## config.mk

```make
export PLATFORM = sky130hd
export DESIGN_NAME = pipeline_ctrl_unit
export DESIGN_NICKNAME = d
export VERILOG_FILES = /design/src/rtl/pipeline_ctrl_unit.sv
export SDC_FILE = /design/constraint.sdc
export NUM_CORES = 1
export LEC_CHECK = 0
export BUFFER_PORTS_ARGS = -buffer_cell sky130_fd_sc_hd__buf_4
export CAP_MARGIN = 0
export CORE_ASPECT_RATIO = 1.1
export CORE_UTILIZATION = 51
export DETAILED_ROUTE_END_ITERATION = 16
export GPL_TIMING_DRIVEN = 0
export PLACE_DENSITY = 0.84
export SLEW_MARGIN = 20
export SYNTH_ARGS = -nofsm -noshare
export SYNTH_HDL_FRONTEND = slang
export SYNTH_SLANG_ARGS = --single-unit
```

## constraint.sdc

```tcl
create_clock -name clk -period 5.6 [get_ports clk]
set_input_delay 1.12 -clock clk [delete_from_list [all_inputs] [get_ports clk]]
set_output_delay 1.12 -clock clk [all_outputs]
set_load 0.02 [all_outputs]
```

## src/rtl/pipeline_ctrl_unit.sv

```systemverilog
// Central stall/flush controller: merges stage pause requests, commit-time redirects and
// execute mispredicts into pause/flush/redirect controls, with post-redirect hold and IDLE wait.
module pipeline_ctrl_unit #(
    parameter int HOLD_CYCLES = 2,
    parameter int CNT_WIDTH   = 32
) (
    input  logic                 clk,
    input  logic                 rst,
    input  logic [4:0]           pause_req,
    input  logic                 excp_commit,
    input  logic [31:0]          excp_target,
    input  logic                 ertn_commit,
    input  logic [31:0]          era,
    input  logic                 idle_commit,
    input  logic [31:0]          idle_pc,
    input  logic                 int_pending,
    input  logic                 bp_flush,
    input  logic [31:0]          bp_target,
    output logic [4:0]           pause,
    output logic [5:0]           flush,
    output logic                 redirect_valid,
    output logic [31:0]          new_pc,
    output logic                 in_idle,
    output logic [CNT_WIDTH-1:0] stall_cycles,
    output logic [CNT_WIDTH-1:0] flush_count
);

    localparam int HW = (HOLD_CYCLES < 1) ? 1 : $clog2(HOLD_CYCLES + 1);
    localparam logic [HW-1:0] HOLD_INIT = HW'(HOLD_CYCLES);

    // Bit positions inside pause: {buffer, decoder, dispatch, execute, mem}
    localparam int P_BUF = 4;
    localparam int P_EXE = 1;

    typedef enum logic {
        RUN  = 1'b0,
        IDLE = 1'b1
    } state_t;

    state_t         state, state_nx;
    logic [HW-1:0]  hold_cnt, hold_nx;
    logic [4:0]     merged;

    // A stage stalls whenever it or any stage downstream of it stalls.
    always_comb begin
        merged[0] = pause_req[0];
        for (int k = 1; k < 5; k++) begin
            merged[k] = merged[k-1] | pause_req[k];
        end
    end

    // NOTE: every output of this block is given a default first so no path leaves
    // a signal unassigned, which would otherwise infer a latch.
    always_comb begin
        pause          = '0;
        flush          = '0;
        redirect_valid = 1'b0;
        new_pc         = '0;
        state_nx       = state;
        hold_nx        = (hold_cnt != '0) ? hold_cnt - HW'(1) : hold_cnt;

        if (excp_commit) begin
            flush          = 6'b111111;
            new_pc         = excp_target;
            redirect_valid = 1'b1;
            state_nx       = RUN;
        end else if (ertn_commit) begin
            flush          = 6'b111111;
            new_pc         = era;
            redirect_valid = 1'b1;
            state_nx       = RUN;
        end else if (idle_commit) begin
            flush          = 6'b111110;
            new_pc         = idle_pc + 32'd4;
            redirect_valid = 1'b1;
            state_nx       = IDLE;
        end else begin
            pause = merged;
            if (hold_cnt != '0) begin
                pause[P_BUF] = 1'b1;
            end
            if (state == IDLE) begin
                // A pending interrupt releases the front end in the same cycle.
                if (int_pending) begin
                    state_nx = RUN;
                end else begin
                    pause[4:2] = 3'b111;
                end
            end
            // A paused execute stage holds its mispredict and re-asserts it later.
            if (bp_flush && !pause[P_EXE]) begin
                flush          = 6'b111000;
                new_pc         = bp_target;
                redirect_valid = 1'b1;
            end
        end

        if (redirect_valid) begin
            hold_nx = HOLD_INIT;
        end
    end

    // NOTE: sequential state uses non-blocking assignments so every register samples
    // the pre-edge values, independent of statement order.
    always_ff @(posedge clk or posedge rst) begin
        if (rst) begin
            state        <= RUN;
            hold_cnt     <= '0;
            stall_cycles <= '0;
            flush_count  <= '0;
        end else begin
            state    <= state_nx;
            hold_cnt <= hold_nx;
            if ((pause != '0) && (stall_cycles != '1)) begin
                stall_cycles <= stall_cycles + 1'b1;
            end
            if (redirect_valid && (flush_count != '1)) begin
                flush_count <= flush_count + 1'b1;
            end
        end
    end

    assign in_idle = (state == IDLE);

endmodule

```

==> flow_metrics.py <==
metrics = {
    "synthesis": {
        "ys_seq_elements": 67,
        "yosys.area.top_type": "dfrtp_1",
        "synth_cells": 581,
        "yosysMostFrequentCell": "dfrtp_1",
        "yosys-top-cells-area": "dfrtp_1 34%, xor2_1 9.2%, xnor2_1 5.7%",
        "syn_avg_cell_area_um2": 8.54,
        "yosys_warnings": 0,
        "seq_area_frac_synth": 0.338,
        "yosysTopAreaCellShare": 0.338,
        "async_flop_share": 1.00,
        "synth_area_um2": 4960,
        "syn_nets": 725,
        "yosys-top-cells-count": "67 x dfrtp_1, 64 x nand2_1, 52 x xor2_1",
        "synth.distinct_cells": 64,
        "synth_enable_flop_cells": 0,
        "dominantRegCellSynth": "dfrtp_1",
    },
    "sta": {
        "setup_slack_ns": 1.11,
        "setup_viol": 0,
        "drv_slew": 0,
        "slew_headroom": 0.356,
        "period_share": 0.802,
        "hold_viol_final": 0,
        "layout_min_cycle_time_ns": 4.49,
        "skew_ns": 0.00572,
        "max_freq_ghz": 0.223,
        "tns_ns": 0,
        "rsz0062_at_grt": "false",
        "worst_pin_slew_ns": 0.958,
    },
    "global_routing": {
        "track_usage": 0.353,
        "antenna_found_initial": 0,
        "met3_usage": 0.0620,
        "busiest_layer": "met2",
        "grt_max_degree": 49,
        "grt_pass1_vias": 5636,
        "overflow": 0,
        "grt_pass1_wl_um": 27400,
        "grtUsageMet1": 0.387,
        "grt_use_met2": 0.627,
    },
    "placed_design": {
        "dpl-instance-area_um2": 6990,
        "gp_congestion": 0.939,
        "post-place-ws_ns": 1.19,
        "dp_hpwl_um": 14200,
        "portBuffers": 247,
    },
    "layout": {
        "stdcell_area_um2": 7170,
        "nets": 984,
        "area_delta_synth_final_pct": 44.6,
        "num_antenna_cells": 0,
        "n_fill_cell": 702,
        "drive_above_1_share": 0.358,
    },
    "cts": {
        "path_clk_slew_ns": 0.06,
        "htree_levels": 3,
        "postCtsSetupBuffers": 0,
        "cts_hold_buffers": 0,
        "tritoncts": "built",
        "cts_buffers": 9,
        "cts_root_buf": "clkbuf_8",
        "clock_latency_ns": 0.35,
        "ctsResizeCount": 0,
        "cts_sinks": 67,
        "clockBufferDepth": 2,
    },
    "job": {
        "max_cap_violations": 0,
    },
    "power": {
        "seq_power_share": 0.395,
        "combinationalPowerShare": 0.378,
        "finalPower_mw": 1.63,
        "switching_share": 0.371,
        "internal-power_mw": 1.02,
        "p_sw_mw": 0.604,
        "power.leakage_nw": 3.23,
        "clock_power_share": 0.227,
        "powerDensity_nw_per_um2": 227,
        "peakVddDrop_mv": 0.132,
    },
    "min_path": {
        "min_path_type": "flip-flop to flip-flop",
    },
    "die": {
        "num_rows": 37,
        "ios": 249,
        "die_w_um": 96.0,
        "die_h_um": 105,
        "coreArea_um2": 9400,
        "start_util": 0.528,
        "dieArea_um2": 10100,
    },
    "critical_path": {
        "cp_max_fo": 9,
        "crit_path_end_kind": "primary output",
        "cp.arrival_ns": 3.37,
        "crit_required_ns": 4.48,
        "worstSetupPathType": "primary input to primary output",
        "start_kind": "primary input",
    },
    "routing": {
        "num_vias": 5723,
        "detail_route.iter0.violations": 348,
        "wl_per_cell_um": 18.5,
        "drc": 0,
        "dr.pass1.iters": 5,
        "wl_um": 17800,
        "vias_per_cell": 5.96,
        "final_antenna_net_count": 0,
    },
    "status": {
        "status": "completed",
    },
}
==> power groups by stage <==
stage / combinational, mW / sequential (mW) / clock, mW
floorplan: 0.238 / 0.708 / 0
global placement: 0.597 / 0.642 / 0
detailed placement: 0.612 / 0.648 / 0
CTS: 0.615 / 0.641 / 0.372
global route: 0.656 / 0.651 / 0.392
finish: 0.615 / 0.642 / 0.369
==> worst paths after layout <==
kind | depth (start not counted) | startpoint | end | slack, ns
worst max-delay path | 7 | idle_pc[7] | new_pc[17] | 1.11
worst min-delay path | 2 | hold_cnt[1] | hold_cnt[1] | 0.50
worst max register to register | 5 | flush_count[18] | flush_count[22] | 3.27
worst min register to register | 2 | hold_cnt[1] | hold_cnt[1] | 0.50
max in group asynchronous | 3 | rst | flush_count[1] | 4.37
min in group asynchronous | 2 | rst | stall_cycles[30] | 0.72
==> layout by cell type (no fill, tap or decap), drive strengths merged, types with 6 or more instances in the layout <==
master / n
o22ai: 14
inv: 19
xnor2: 32
nand2: 64
dfrtp: 67
and3: 9
nand3: 36
o21ai: 19
xor2: 52
nor3: 25
nand4: 26
o31ai: 7
a21oi: 23
nor4: 20
a221oi: 10
o211ai: 6
clkbuf: 30
buf: 260
nor2: 47
==> routing by layer <==
metal  part of all wire  up-vias
met5                  0        -
met4              0.039        0
met3              0.073       56
met2               0.52      300
met1               0.36     2715
li1                   -     2652
==> logic make-up (layout without fill, tap and decap cells) <==
family / after synthesis / in the layout / synth area share
fa+ha+maj: 4 / 4 / 0.0101
flops: 67 / 67 / 0.338
simple gates: 261 / 261 / 0.288
compound gates: 109 / 109 / 0.154
mux: 6 / 6 / 0.0134
xor+xnor: 84 / 84 / 0.148
buf+inv: 50 / 313 / 0.0482
==> cell type report <==
type                            instances  area [um^2]  area share
Buffer                                 29          160      0.0223
Multi-Input combinational cell        464         3040       0.425
Tap cell                              117          146      0.0204
Clock inverter                          2         10.0     0.00140
Timing Repair Buffer                  248         1880       0.262
Clock buffer                           13          169      0.0236
Inverter                               21         81.3      0.0113
Sequential cell                        67         1680       0.234
==> critical path, stage by stage <==
cell and delay, ns:
buf_4 0.11, nand4_1 0.30, nor4_2 0.93, nand3_1 0.19, xor2_1 0.18, a41oi_1 0.32, buf_4 0.21
==> state kept, by name (all words and copies together) (netlist names) <==
signal	flops
hold_cnt	2
in_idle	1
flush_count	32
stall_cycles	32
==> through the flow <==
stage / utilization / hold slack [ns] / cells
2_1_floorplan: - / 0.467 / 581
3_3_place_gp: 0.741 / 0.480 / 945
3_5_place_dp: 0.744 / 0.485 / 946
4_1_cts: 0.763 / 0.500 / 961
5_1_grt: 0.763 / 0.512 / 961
6_report: 0.763 / 0.498 / 961
(Power assumes the default switching activity.)
